<file path="config.mk">
export PLATFORM = sky130hd
export DESIGN_NAME = dma_rd_arbiter
export DESIGN_NICKNAME = d
export VERILOG_FILES = /design/src/rtl/dma_rd_arbiter_pkg.sv /design/src/rtl/dma_rd_arbiter_rr_arb2.sv /design/src/rtl/dma_rd_arbiter.sv
export SDC_FILE = /design/constraint.sdc
export NUM_CORES = 1
export LEC_CHECK = 0
export BUFFER_PORTS_ARGS = -buffer_cell sky130_fd_sc_hd__buf_2
export CAP_MARGIN = 20
export CORE_AREA = 3 3 141 143
export CTS_CLUSTER_SIZE = 30
export DETAILED_ROUTE_END_ITERATION = 12
export DIE_AREA = 0 0 144 146
export SYNTH_ARGS = -nofsm -noshare
export SYNTH_HDL_FRONTEND = slang
export SYNTH_SLANG_ARGS = --single-unit
</file>
<file path="constraint.sdc">
create_clock -name aclk -period 2.8 [get_ports aclk]
set_input_delay 0.14 -clock aclk [delete_from_list [all_inputs] [get_ports aclk]]
set_output_delay 0.14 -clock aclk [all_outputs]
set_load 0.01 [all_outputs]
</file>
<file path="src/rtl/dma_rd_arbiter_pkg.sv">
// dma_rd_arbiter_pkg: FSM state type, source port tags and AXI burst/response codes
// shared by the DMA read arbiter and its grant logic.
package dma_rd_arbiter_pkg;

  localparam logic PORT_RX = 1'b0;
  localparam logic PORT_TX = 1'b1;

  localparam logic [1:0] AXI_BURST_INCR  = 2'b01;
  localparam logic [1:0] AXI_RESP_OKAY   = 2'b00;
  localparam logic [1:0] AXI_RESP_SLVERR = 2'b10;

  typedef enum logic {
    ST_IDLE  = 1'b0,
    ST_ISSUE = 1'b1
  } arb_state_t;

endpackage

</file>
<file path="src/rtl/dma_rd_arbiter_rr_arb2.sv">
// dma_rd_arbiter_rr_arb2: two-requester grant selection. Round robin against last_gnt by
// default; with E1000_ARB_FIXED_PRIO_EN defined, requester 1 (tx) wins every tie.
module dma_rd_arbiter_rr_arb2 (
  input  logic [1:0] eligible,
  input  logic       last_gnt,
  output logic       any_eligible,
  output logic       gnt
);

  assign any_eligible = |eligible;

`ifdef E1000_ARB_FIXED_PRIO_EN
  logic unused_last_gnt;
  assign unused_last_gnt = last_gnt;
  assign gnt = eligible[1];
`else
  // A tie goes to the port that did not win last time.
  assign gnt = (&eligible) ? ~last_gnt : eligible[1];
`endif

endmodule

</file>
<file path="src/rtl/dma_rd_arbiter.sv">
// dma_rd_arbiter: shares one AXI3 read master between rx (s0) and tx (s1). AR is arbitrated
// and tagged in the ARID MSB; R beats route back by RID MSB. Tie rule: E1000_ARB_FIXED_PRIO_EN.
module dma_rd_arbiter #(
  parameter int ADDR_W  = 64,
  parameter int DATA_W  = 32,
  parameter int ID_W    = 4,
  parameter int LEN_W   = 4,
  parameter int MAX_OUT = 4,
  parameter int CNT_W   = 3
) (
  input  logic              aclk,
  input  logic              aresetn,
  input  logic [ID_W-1:0]   s0_arid,
  input  logic [ADDR_W-1:0] s0_araddr,
  input  logic [LEN_W-1:0]  s0_arlen,
  input  logic [2:0]        s0_arsize,
  input  logic [1:0]        s0_arburst,
  input  logic              s0_arvalid,
  output logic              s0_arready,
  output logic [ID_W-1:0]   s0_rid,
  output logic [DATA_W-1:0] s0_rdata,
  output logic [1:0]        s0_rresp,
  output logic              s0_rlast,
  output logic              s0_rvalid,
  input  logic              s0_rready,
  input  logic [ID_W-1:0]   s1_arid,
  input  logic [ADDR_W-1:0] s1_araddr,
  input  logic [LEN_W-1:0]  s1_arlen,
  input  logic [2:0]        s1_arsize,
  input  logic [1:0]        s1_arburst,
  input  logic              s1_arvalid,
  output logic              s1_arready,
  output logic [ID_W-1:0]   s1_rid,
  output logic [DATA_W-1:0] s1_rdata,
  output logic [1:0]        s1_rresp,
  output logic              s1_rlast,
  output logic              s1_rvalid,
  input  logic              s1_rready,
  output logic [ID_W-1:0]   m_arid,
  output logic [ADDR_W-1:0] m_araddr,
  output logic [LEN_W-1:0]  m_arlen,
  output logic [2:0]        m_arsize,
  output logic [1:0]        m_arburst,
  output logic              m_arvalid,
  input  logic              m_arready,
  input  logic [ID_W-1:0]   m_rid,
  input  logic [DATA_W-1:0] m_rdata,
  input  logic [1:0]        m_rresp,
  input  logic              m_rlast,
  input  logic              m_rvalid,
  output logic              m_rready
);
  import dma_rd_arbiter_pkg::*;

  localparam logic [CNT_W-1:0] MAX_CNT = CNT_W'(MAX_OUT);

  arb_state_t state_reg, state_next;
  logic       gnt_reg, gnt_next;
  logic       last_gnt_reg, last_gnt_next;
  logic       arb_gnt, arb_any;
  logic       ar_fire, r_port;
  logic [1:0] ar_valid_v, ar_ready_v, r_valid_v, r_ready_v, eligible;
  logic       unused_arid_msb;

  assign unused_arid_msb = s0_arid[ID_W-1] ^ s1_arid[ID_W-1];
  assign ar_valid_v = {s1_arvalid, s0_arvalid};
  assign r_ready_v  = {s1_rready, s0_rready};
  assign s0_arready = ar_ready_v[0];
  assign s1_arready = ar_ready_v[1];
  assign s0_rvalid  = r_valid_v[0];
  assign s1_rvalid  = r_valid_v[1];
  assign m_arvalid  = (state_reg == ST_ISSUE);
  assign ar_fire    = m_arvalid && m_arready;
  assign r_port     = m_rid[ID_W-1];

  genvar gi;
  generate
    for (gi = 0; gi < 2; gi++) begin : g_port
      logic [CNT_W-1:0] cnt_reg, cnt_next;
      logic             issue, retire;

      assign eligible[gi]   = ar_valid_v[gi] && (cnt_reg < MAX_CNT);
      assign ar_ready_v[gi] = ar_fire && (gnt_reg == 1'(gi));
      assign r_valid_v[gi]  = m_rvalid && (r_port == 1'(gi));
      assign issue          = ar_ready_v[gi];
      assign retire         = r_valid_v[gi] && r_ready_v[gi] && m_rlast;

      // Saturating both ways: a stray rlast cannot underflow, a full port cannot overflow.
      always_comb begin
        cnt_next = cnt_reg;
        if (issue && !retire) begin
          if (cnt_reg != MAX_CNT) cnt_next = cnt_reg + CNT_W'(1);
        end else if (retire && !issue) begin
          if (cnt_reg != '0) cnt_next = cnt_reg - CNT_W'(1);
        end
      end

      always_ff @(posedge aclk or negedge aresetn) begin
        if (!aresetn) cnt_reg <= '0;
        else          cnt_reg <= cnt_next;
      end
    end
  endgenerate

  dma_rd_arbiter_rr_arb2 u_rr_arb2 (
    .eligible     (eligible),
    .last_gnt     (last_gnt_reg),
    .any_eligible (arb_any),
    .gnt          (arb_gnt)
  );

  always_comb begin
    state_next    = state_reg;
    gnt_next      = gnt_reg;
    last_gnt_next = last_gnt_reg;
    case (state_reg)
      ST_IDLE: begin
        if (arb_any) begin
          gnt_next   = arb_gnt;
          state_next = ST_ISSUE;
        end
      end
      ST_ISSUE: begin
        if (m_arready) begin
          last_gnt_next = gnt_reg;
          state_next    = ST_IDLE;
        end
      end
      default: state_next = ST_IDLE;
    endcase
  end

  always_ff @(posedge aclk or negedge aresetn) begin
    if (!aresetn) begin
      state_reg    <= ST_IDLE;
      gnt_reg      <= PORT_RX;
      last_gnt_reg <= PORT_TX;
    end else begin
      state_reg    <= state_next;
      gnt_reg      <= gnt_next;
      last_gnt_reg <= last_gnt_next;
    end
  end

  assign m_arid    = {gnt_reg, gnt_reg ? s1_arid[ID_W-2:0] : s0_arid[ID_W-2:0]};
  assign m_araddr  = gnt_reg ? s1_araddr  : s0_araddr;
  assign m_arlen   = gnt_reg ? s1_arlen   : s0_arlen;
  assign m_arsize  = gnt_reg ? s1_arsize  : s0_arsize;
  assign m_arburst = gnt_reg ? s1_arburst : s0_arburst;

  // R channel is a pure combinational fan-out; the requester sees its own ID space.
  assign s0_rid   = {1'b0, m_rid[ID_W-2:0]};
  assign s1_rid   = {1'b0, m_rid[ID_W-2:0]};
  assign s0_rdata = m_rdata;
  assign s1_rdata = m_rdata;
  assign s0_rresp = m_rresp;
  assign s1_rresp = m_rresp;
  assign s0_rlast = m_rlast;
  assign s1_rlast = m_rlast;
  assign m_rready = r_ready_v[r_port];

endmodule
</file>
==> results.md, run 1 <==
* Slew Limit Fails at 0
* CTS Hold Bufs at 1
* Maximum VDD drop at 756 uV
* Avg WL per Cell at 16.3 microns
* Max reg flops at 6
* Mapped Area at 2150 sq um
* Total power at 2.17 mW
* Share of layout cells above drive strength 1 at 0.840
* Core Box Area at 18,700 sq um
* RR Startpoint: m_arvalid$_DFF_PN0_
* Total Routing Usage GR at 0.0814
* Worst path cell trace: buf_4, mux2_2, buf_2
* Port bufs at 246
* P_leak at 1.59 nW
* # resized after CTS at 0
* Sequential fraction of the synthesis area at 0.105
* Syn. warnings at 0
* DIE WIDTH at 144 microns
* Net switching power at 0.915 mW
* Initial antenna violation count at 3
* Die Ht at 146 microns
* Number of global-route vias before repair at 2,119
* # clock sinks at 9
* Die area at 21,000 sq um
* Setup repair bufs after CTS at 0
* Fillers at 2,133
* Crit-path max cell delay at 700 ps
* Starting Density at 0.115
* Hold Path Class: in -> reg
* Worst-Skew Late Latency at 230 ps
* Final Hold Fails at 0
* Netlist cell types at 38
* Data required, critical path at 2660 ps
* Main synth FF type: dfrtp_1
* Routed WL at 10,300 microns
* Worst path arrival time at 2070 ps
* Worst slew margin at 0.315
* Outcome: complete, no violations
* Total gr overflow at 0
* Power share of the clock group at 0.115
* Clock Skews at 1.27 ps
* Power per cell area at 695 nW/um^2
* Final #Nets at 600
* Drt initial violations at 29
* Combinational Power Share at 0.757
* Crit path max-delay cell type: buf_4
* Largest net degree at the start of global routing at 79
* Critical Path Source: gnt_reg$_DFFE_PN0P_
* Worst-path clk slew at 40 ps
* Syn-to-layout area delta at 45.5%
* #FFs+latches synth at 9
* Total negative slack at 0 ps
* Critical path peak fanout at 78
* Root buffer selected by CTS: clkbuf_16
* CTS tree: built
* Post-Synthesis Cells at 229
* DP HPWL at 9130 microns
* Final Critical Period at 2210 ps
* Syn Area/Cell at 9.38 sq um
* Period utilization at 0.788
* WHS at 239 ps
* Fraction of registers with async set/reset at 1.00
* Peak Freq at 453 MHz
* Via density at 3.57
* # Max-Cap Violations at 0
* Vias at 2,250
* Total clock buffers created by CTS at 3
* Internal power at 1.25 mW
* First-pass GRT wire length at 12,900 microns
* Switching share of total power at 0.422
* Std cell rows at 50
* Flop pwr share at 0.128
* H-tree depth at 1
* Io pins at 362
* Antenna-violating nets left at 0
* Slew @ Worst Pin at 1030 ps
* Crit Path Class: reg -> out
* Hold path start: s1_arvalid
* Max clock buf depth at 2
* Post-synth EDFFs at 0
* Pre-antenna DRT Iters at 4
* Commonest cells after routing, fill and taps aside: buf_2 (246), mux2_2 (70), mux2_4 (8), nor2_1 (8), dfrtp_1 (7)
* Post-route DRC at 0
* RePlAce Congestion at 0.751
* Most common cell after layout, fill and taps aside: buf_2
* Setup crit start kind: flop
* RSZ-0062 raised after global routing: no
* Crit. End Element: output port
* Setup Viol. Count Final at 0
[power by group through the flow]
stage          sequential [mW]  clock (mW)  combinational (mW)
6_report                 0.278       0.249                1.64
5_1_grt                  0.288       0.259                1.78
4_1_cts                  0.277       0.253                1.67
3_5_place_dp             0.278           0                1.65
3_3_place_gp             0.277           0                1.64
2_1_floorplan            0.259           0                1.25
[final cells by class]
class / count / area (sq um) / area share
Multi-Input combinational cell: 129 / 1250 / 0.401
Antenna cell: 2 / 5.00 / 0.00160
Clock buffer: 4 / 78.8 / 0.0252
Inverter: 4 / 15.0 / 0.00481
Tap cell: 234 / 293 / 0.0937
Sequential cell: 9 / 230 / 0.0737
Timing Repair Buffer: 248 / 1250 / 0.400
[metal layers]
metal	global-route usage	share of wire
met4	0	0.00039
met1	0.103	0.41
met3	0.0578	0.17
met5	0	0.0011
met2	0.120	0.41
[synthesized netlist by cell type, types with 2 or more instances]
master,n,area share
nand2_1,4,0.0070
mux2_4,8,0.056
and2_1,3,0.0087
buf_6,3,0.016
inv_1,4,0.0070
nor2b_1,2,0.0058
dfrtp_1,8,0.093
buf_4,79,0.28
buf_2,6,0.014
nand3_1,2,0.0047
o21ai_0,4,0.0093
fa_1,2,0.019
nor2_1,8,0.014
mux2_2,70,0.37
a21oi_1,2,0.0047
ha_1,2,0.012
[critical path: cells and delay by family, from the launching register on]
kind,cells,cell delay (ps)
buffers and inverters,2,850
DFF,1,410
muxes,1,440
[metrics by stage]
stage,area [sq um],setup slack [ps],util,instances
floorplan,2150,458,-,230
global placement,3030,747,0.162,623
CTS,3120,605,0.167,628
global route,3120,512,0.167,629
detailed placement,3030,731,0.162,623
finish,3120,594,0.167,630
[worst paths after layout]
path | end | slack (ps) | cells past startpoint
setup / recovery | m_araddr[56] | 590 | 3
hold / removal | m_arvalid$_DFF_PN0_ | 240 | 3
setup reg to reg | g_port[0].cnt_reg[2]$_DFFE_PN0P_ | 730 | 8
hold reg to reg | last_gnt_reg$_DFFE_PN1N_ | 510 | 1
max in group asynchronous | last_gnt_reg$_DFFE_PN1N_ | 2280 | 2
min in group asynchronous | g_port[0].cnt_reg[2]$_DFFE_PN0P_ | 280 | 2
[kinds of logic (layout without fill, tap and decap cells)]
logic type | after synthesis | after routing | share of synthesized area
AO/OA/AOI/OAI | 14 | 14 | 0.0431
multiplexers | 79 | 79 | 0.428
other | 1 | 4 | 0.00175
adder cells (fa/ha/maj) | 4 | 4 | 0.0303
flip-flops | 9 | 9 | 0.105
AND/OR/NAND/NOR | 28 | 28 | 0.0705
buffers and inverters | 92 | 256 | 0.313
XOR/XNOR | 2 | 2 | 0.00816
(Power assumes the default switching activity.)
==> run 2: changes to the inputs <==
- ABC_AREA: not set -> 1
- CORE_AREA: 3 3 141 143 -> 3 3 138 140
- DIE_AREA: 0 0 144 146 -> 0 0 141 143
- clock period: 2.8 -> 1.9 ns (I/O delays scaled with it)
==> run 2 against run 1 <==
Sequential power grew 39%. Critical path depth is 2 higher. Setup slack got worse by 330 ps. Worst hold slack lost 170 ps. Synthesized cell count rose by 78%. Sequential share of layout area barely moved. First-iteration DRC count increased by 100%. Non-clock buffer count increased by 2. Count of clock-buffer cells in the layout unchanged. Critical path type unchanged. Register-to-register slack got worse by 460 ps. Largest cell class is now non-clock buffers. Final area down 1.6%. Global-route usage down 0.28 points.
==> results.md, run 2 <==
* Final #Nets at 772 (was 600)
* # clock sinks at 9 (unchanged)
* Area contributors post-synth: nand2_1 (47%), buf_4 (29%), dfrtp_1 (9.4%) (was mux2_2 (37%), buf_4 (28%), dfrtp_1 (9.3%))
* Fraction of registers with async set/reset at 1.00 (unchanged)
* Worst slew margin at 0.625 (was 0.315)
* Setup repair bufs after CTS at 0 (unchanged)
* Total negative slack at 0 ps (unchanged)
* Pre-antenna DRT Iters at 4 (unchanged)
* CTS tree: built (unchanged)
* Outcome: complete, no violations (unchanged)
* First-pass GRT wire length at 12,600 microns (was 12,900 microns)
* Io pins at 362 (unchanged)
* Switching share of total power at 0.544 (was 0.422)
* Period utilization at 0.861
* Ant diodes at 0 (was 2)
* Slew Limit Fails at 0 (unchanged)
* Crit. End Element: output port (unchanged)
* RSZ-0062 raised after global routing: no (unchanged)
* Commonest cells after routing, fill and taps aside: nand2_1 (266), buf_2 (246), inv_1 (13) (was buf_2 (246), mux2_2 (70), mux2_4 (8), nor2_1 (8), dfrtp_1 (7))
* # placed instances at 790 (was 623)
* Setup Viol. Count Final at 0 (unchanged)
* Power share of the clock group at 0.102 (was 0.115)
* Number of global-route vias before repair at 2,359 (was 2,119)
* Maximum VDD drop at 807 uV (was 756 uV)
* Peak Freq at 611 MHz
* Final Critical Period at 1640 ps
* Die Ht at 143 microns (was 146 microns)
* Syn-to-layout area delta at 43.6% (was 45.5%)
* Most common cell after layout, fill and taps aside: nand2_1 (was buf_2)
* Vias at 2,780 (was 2,250)
* H-tree depth at 1 (unchanged)
* Critical path peak fanout at 77 (was 78)
* Post-synth EDFFs at 0 (unchanged)
* Power per cell area at 1190 nW/um^2 (was 695 nW/um^2)
* Total gr overflow at 0 (unchanged)
* Total clock buffers created by CTS at 3 (unchanged)
* Main synth FF type: dfrtp_1 (unchanged)
* Combinational Power Share at 0.793 (was 0.757)
* Share of layout cells above drive strength 1 at 0.452 (was 0.840)
* Worst-path clk slew at 40 ps (about the same)
* Largest net degree at the start of global routing at 78 (was 79)
* Avg WL per Cell at 11.8 microns (was 16.3 microns)
* Final cell count without fillers at 795 (was 630)
* Core Box Area at 18,000 sq um (was 18,700 sq um)
* Crit Path Class: reg -> out (unchanged)
* Mapped Area at 2140 sq um (was 2150 sq um)
* Post-route DRC at 0 (unchanged)
* Area share of the largest cell type after synthesis at 0.466 (was 0.367)
* DP HPWL at 8040 microns (was 9130 microns)
* P_leak at 2.07 nW (was 1.59 nW)
* Clock Skews at 4.20 ps (was 1.27 ps)
* Max reg flops at 6 (unchanged)
* Sequential fraction of the synthesis area at 0.106 (was 0.105)
* # Max-Cap Violations at 0 (unchanged)
* Slew @ Worst Pin at 563 ps (was 1030 ps)
* #FFs+latches synth at 9 (unchanged)
* Final Hold Fails at 0 (unchanged)
* Synth top cells by count: nand2_1 (266), buf_4 (82), inv_1 (13) (was buf_4 (79), mux2_2 (70), dfrtp_1 (8), mux2_4 (8), nor2_1 (8))
* RePlAce Congestion at 0.747 (was 0.751)
* Net switching power at 1.99 mW (was 0.915 mW)
* Total power at 3.66 mW (was 2.17 mW)
* Drt initial violations at 59 (was 29)
* Worst-Skew Late Latency at 230 ps (about the same)
* Syn. warnings at 0 (unchanged)
* Max clock buf depth at 2 (unchanged)
* Flop pwr share at 0.106 (was 0.128)
* Die area at 20,200 sq um (was 21,000 sq um)
* Antenna-violating nets left at 0 (unchanged)
* Total Routing Usage GR at 0.0785 (was 0.0814)
* Cell taking the most area after synthesis: nand2_1 (was mux2_2)
* Data required, critical path at 1800 ps (was 2660 ps)
* Post-Synthesis Cells at 407 (was 229)
* Worst path arrival time at 1540 ps (was 2070 ps)
* Reg-to-reg setup timing slack at 270 ps (was 730 ps)
* Routed WL at 9350 microns (was 10,300 microns)
* Setup crit start kind: flop (unchanged)
* Netlist cell types at 16 (was 38)
* Root buffer selected by CTS: clkbuf_16 (unchanged)
* Starting Density at 0.119 (was 0.115)
* Initial antenna violation count at 0 (was 3)
* Most instantiated library cell after synthesis: nand2_1 (was buf_4)
* Std cell rows at 49 (was 50)
* DIE WIDTH at 141 microns (was 144 microns)
* Internal power at 1.67 mW (was 1.25 mW)
* Syn Area/Cell at 5.26 sq um (was 9.38 sq um)
* Via density at 3.50 (was 3.57)
* Hold Path Class: in -> reg (unchanged)
* Port bufs at 246 (unchanged)
[run 2: per-layer routing]
metal  wire [microns]  GRT usage  part of all wire  up-vias
li1                 -          -                 -     1442
met1             3640     0.0951              0.39     1122
met2             4470      0.136              0.48      208
met3             1180     0.0305              0.13        8
met4               62    0.00969            0.0066        0
met5                0          0                 0        -
[run 2: cell families (layout without fill, tap and decap cells)]
group	Yosys count	count (layout)	share of synthesized area
and+or+nand+nor	279	279	0.496
buffers and inverters	110	268	0.354
DFF	9	9	0.106
adders and majority gates	4	4	0.0304
AOI/OAI and AO/OA	3	3	0.00701
other	1	2	0.00175
muxes	1	1	0.00526
[run 2: per-stage QoR]
stage               setup slack, ps  hold slack [ps]   util  area (sq um)
floorplan                      9.68             -201      -          2140
global placement                299            -33.8  0.166          2980
detailed placement              253            -32.5  0.166          2980
CTS                            55.4             75.0  0.171          3070
global route                   56.3             81.2  0.171          3070
finish                          264             74.0  0.171          3070
[run 2: path summary, 6_finish.rpt]
path                                          start                                to  depth (start not counted)
max reg2reg                     m_arvalid$_DFF_PN0_  g_port[0].cnt_reg[2]$_DFFE_PN0P_                          9
min in group asynchronous                   aresetn               m_arvalid$_DFF_PN0_                          2
min                                       m_arready               m_arvalid$_DFF_PN0_                          2
min reg2reg                last_gnt_reg$_DFFE_PN1N_          last_gnt_reg$_DFFE_PN1N_                          2
max                             gnt_reg$_DFFE_PN0P_                      m_araddr[56]                          5
max in group asynchronous                   aresetn          last_gnt_reg$_DFFE_PN1N_                          2
[run 2: critical path, stage by stage, from the launching register on]
cell and delay, ps:
dfrtp_2 420, inv_2 70, buf_6 430, nand2_1 140
nand2_1 80, buf_2 120
[run 2: area by class of cell]
type | count | area, sq um
clock buffer | 4 | 78.8
fill | 2108 | 14900
inverter | 14 | 52.6
multi-input combinational | 289 | 1160
sequential | 9 | 228
tap | 229 | 287
timing repair buffer | 250 | 1270
[run 2: repair_timing]
item                                    4_1_cts  5_1_grt
hold endpoints to repair                      9        0
hold buffers                                  1        0
resized for setup                             0        1
endpoints found under the setup margin        0       23
[run 2: power groups by stage]
stage,Sequential [mW],Clock [mW],Combinational (mW)
floorplan,0.364,0,2.05
global placement,0.386,0,2.90
detailed placement,0.390,0,2.95
CTS,0.388,0.380,2.96
global route,0.403,0.390,3.30
finish,0.386,0.372,2.90
==> run 3: changes to the inputs <==
- CELL_PAD_IN_SITES_DETAIL_PLACEMENT: not set -> 1
- CELL_PAD_IN_SITES_GLOBAL_PLACEMENT: not set -> 2
- CORE_AREA: 3 3 138 140 -> not set
- CORE_ASPECT_RATIO: not set -> 0.5
- CORE_MARGIN: not set -> 3
- CORE_UTILIZATION: not set -> 10
- DIE_AREA: 0 0 141 143 -> not set
- GPL_TIMING_DRIVEN: not set -> 0
- PLACE_DENSITY_LB_ADDON: not set -> 0.1
==> run 3 against run 2 <==
Final cell count increased by 27%. Critical path type is now reg -> reg. Clock power about the same. Total power increased by 17%. Setup slack got worse by 120 ps. Largest cell class unchanged. Critical path depth increased by 5. Largest power group unchanged. Count of clock-buffer cells in the layout unchanged. Global-route usage increased by 2.6 points.
==> results.md, run 3 (synthesis results as in run 2) <==
* Largest net degree at the start of global routing at 16 (was 78)
* Routed WL at 13,900 microns (was 9350 microns)
* Design Area, Final at 4230 sq um (was 3070 sq um)
* Commonest cells after routing, fill and taps aside: buf_2 (328), nand2_1 (266), buf_4 (83) (was nand2_1 (266), buf_2 (246), inv_1 (13))
* First-pass GRT wire length at 18,900 microns (was 12,600 microns)
* Antenna-violating nets left at 0 (unchanged)
* Maximum VDD drop at 275 uV (was 807 uV)
* Avg WL per Cell at 13.7 microns (was 11.8 microns)
* Total power at 4.29 mW (was 3.66 mW)
* Port bufs at 320 (was 246)
* Fillers at 2,734 (was 2,108)
* H-tree depth at 1 (unchanged)
* Worst-path clk slew at 40 ps (about the same)
* Share of layout cells above drive strength 1 at 0.583 (was 0.452)
* Hold path start: m_arready (unchanged)
* DP Area at 4090 sq um (was 2980 sq um)
* Worst path top cell family by delay: adder cells (was buffers and inverters)
* Crit path max-delay cell type: dfrtp_1 (was buf_6)
* Crit Path Class: reg -> reg (was reg -> out)
* Total negative slack at 0 ps (unchanged)
* Die area at 23,300 sq um (was 20,200 sq um)
* Hold Path Sink: m_arvalid$_DFF_PN0_ (unchanged)
* Worst path arrival time at 1930 ps (was 1540 ps)
* Slew Limit Fails at 0 (unchanged)
* Peak Freq at 570 MHz (was 611 MHz)
* Core Box Area at 20,800 sq um (was 18,000 sq um)
* Via density at 3.40 (was 3.50)
* Power per cell area at 1010 nW/um^2 (was 1190 nW/um^2)
* Starting Density at 0.103 (was 0.119)
* Crit-path max cell delay at 380 ps (was 430 ps)
* Final Critical Period at 1760 ps (was 1640 ps)
* Critical path peak fanout at 10 (was 77)
* Critical path buffers and inverters at 3 (unchanged)
* Max clock buf depth at 2 (unchanged)
* Die Ht at 109 microns (was 143 microns)
* Std cell rows at 37 (was 49)
* Period utilization at 0.924 (was 0.861)
* Initial antenna violation count at 6 (was 0)
* Hold path cells at 2 (unchanged)
* Final Hold Fails at 0 (unchanged)
* Worst R2R End: g_port[0].cnt_reg[2]$_DFFE_PN0P_ (unchanged)
* RR Startpoint: gnt_reg$_DFFE_PN0P_ (was m_arvalid$_DFF_PN0_)
* Io pins at 362 (unchanged)
* Worst path cell trace: buf_6, buf_6, nor2_4, ha_2, inv_1, fa_2, nand3b_1, nand2_1, nand2_1, nand2_1 (was inv_2, buf_6, nand2_1, nand2_1, buf_2)
* Post-route DRC at 0 (unchanged)
* Number of global-route vias before repair at 3,354 (was 2,359)
* Hold Path Class: in -> reg (unchanged)
* # Max-Cap Violations at 0 (unchanged)
* Final #Nets at 939 (was 772)
* CTS tree: built (unchanged)
* Total Routing Usage GR at 0.105 (was 0.0785)
* DIE WIDTH at 213 microns (was 141 microns)
* Worst-Skew Late Latency at 230 ps (about the same)
* # clock sinks at 9 (unchanged)
* Max reg flops at 6 (unchanged)
* Vias at 3,438 (was 2,780)
* Crit. End Element: flop (was output port)
* Reg2Reg Depth at 10 (was 9)
* DP HPWL at 12,600 microns (was 8040 microns)
* Outcome: complete, no violations (unchanged)
* RePlAce Congestion at 0.682 (was 0.747)
* P_leak at 2.80 nW (was 2.07 nW)
* Crit path top cell by count: nand2_1 (unchanged)
* Reg-to-reg setup timing slack at 140 ps (was 270 ps)
* Root buffer selected by CTS: clkbuf_16 (unchanged)
* Data required, critical path at 2070 ps (was 1800 ps)
* Total gr overflow at 0 (unchanged)
* Setup Viol. Count Final at 0 (unchanged)
* RSZ-0062 raised after global routing: no (unchanged)
* Clock Skews at 1.39 ps (was 4.20 ps)
* Pre-antenna DRT Iters at 4 (unchanged)
* Most common cell after layout, fill and taps aside: buf_2 (was nand2_1)
* Final WS setup at 145 ps (was 264 ps)
* Setup crit start kind: flop (unchanged)
* Total clock buffers created by CTS at 3 (unchanged)
* Drt initial violations at 120 (was 59)
* Syn-to-layout area delta at 97.5% (was 43.6%)
* Pre-CTS WS at -192 ps (was 253 ps)
==> run 3: changes by cell type in the layout (fill, tap and decap cells not counted), sizes merged <==
cell / delta
buf: +167
diode: +5
==> run 3: stage by stage <==
stage | hold slack (ps) | util | std cells
floorplan | -201 | - | 408
global placement | -18.2 | 0.197 | 1001
detailed placement | -16.0 | 0.197 | 1001
CTS | 61.6 | 0.201 | 1005
global route | 88.4 | 0.203 | 1010
finish | 65.7 | 0.203 | 1011
==> run 3: how the worst max path moves through the flow <==
stage | start | endpoint | slack, ps | depth (start not counted)
6_report | gnt_reg$_DFFE_PN0P_ | g_port[0].cnt_reg[2]$_DFFE_PN0P_ | 140 | 10
5_1_grt | gnt_reg$_DFFE_PN0P_ | g_port[1].cnt_reg[2]$_DFFE_PN0P_ | 20 | 10
4_1_cts | gnt_reg$_DFFE_PN0P_ | g_port[0].cnt_reg[2]$_DFFE_PN0P_ | 2 | 10
3_5_place_dp | gnt_reg$_DFFE_PN0P_ | g_port[0].cnt_reg[2]$_DFFE_PN0P_ | -190 | 10
3_3_place_gp | gnt_reg$_DFFE_PN0P_ | g_port[0].cnt_reg[2]$_DFFE_PN0P_ | -170 | 10
2_1_floorplan | gnt_reg$_DFFE_PN0P_ | g_port[1].cnt_reg[2]$_DFFE_PN0P_ | 10 | 11
==> run 3: report_power, final <==
group	leakage [nW]	switching, mW	internal [mW]
Clock	0.0382	0.0889	0.280
Combinational	2.65	2.11	1.43
Sequential	0.110	0.0862	0.292
Total	2.80	2.28	2.01
==> run 3: cell type report <==
class                   instances  area [sq um]  share of cell area
diodes                          5          12.5             0.00296
clock buffers                   4          78.8              0.0186
well taps                     273           342              0.0808
multi-input cells             289          1180               0.280
plain buffers                  95           712               0.168
flip-flops and latches          9           226              0.0536
repair buffers                322          1620               0.383
inverters                      14          55.1              0.0130
==> run 3: metal layers <==
layer,global-route usage,wire (microns),vias up,share of wire
met2,0.224,8140,110,0.59
li1,-,-,1786,-
met3,0.0234,957,10,0.069
met4,0.0171,99,4,0.0071
met1,0.104,4640,1528,0.33
met5,0,34,-,0.0025
==> run 3: what timing repair did <==
action | 4_1_cts | 5_1_grt
setup buffers | 0 | 1
gates resized for setup | 5 | 8
pin swaps | 1 | 1
hold buffers | 1 | 0
endpoints found under the setup margin | 6 | 4
hold endpoints to repair | 9 | 0
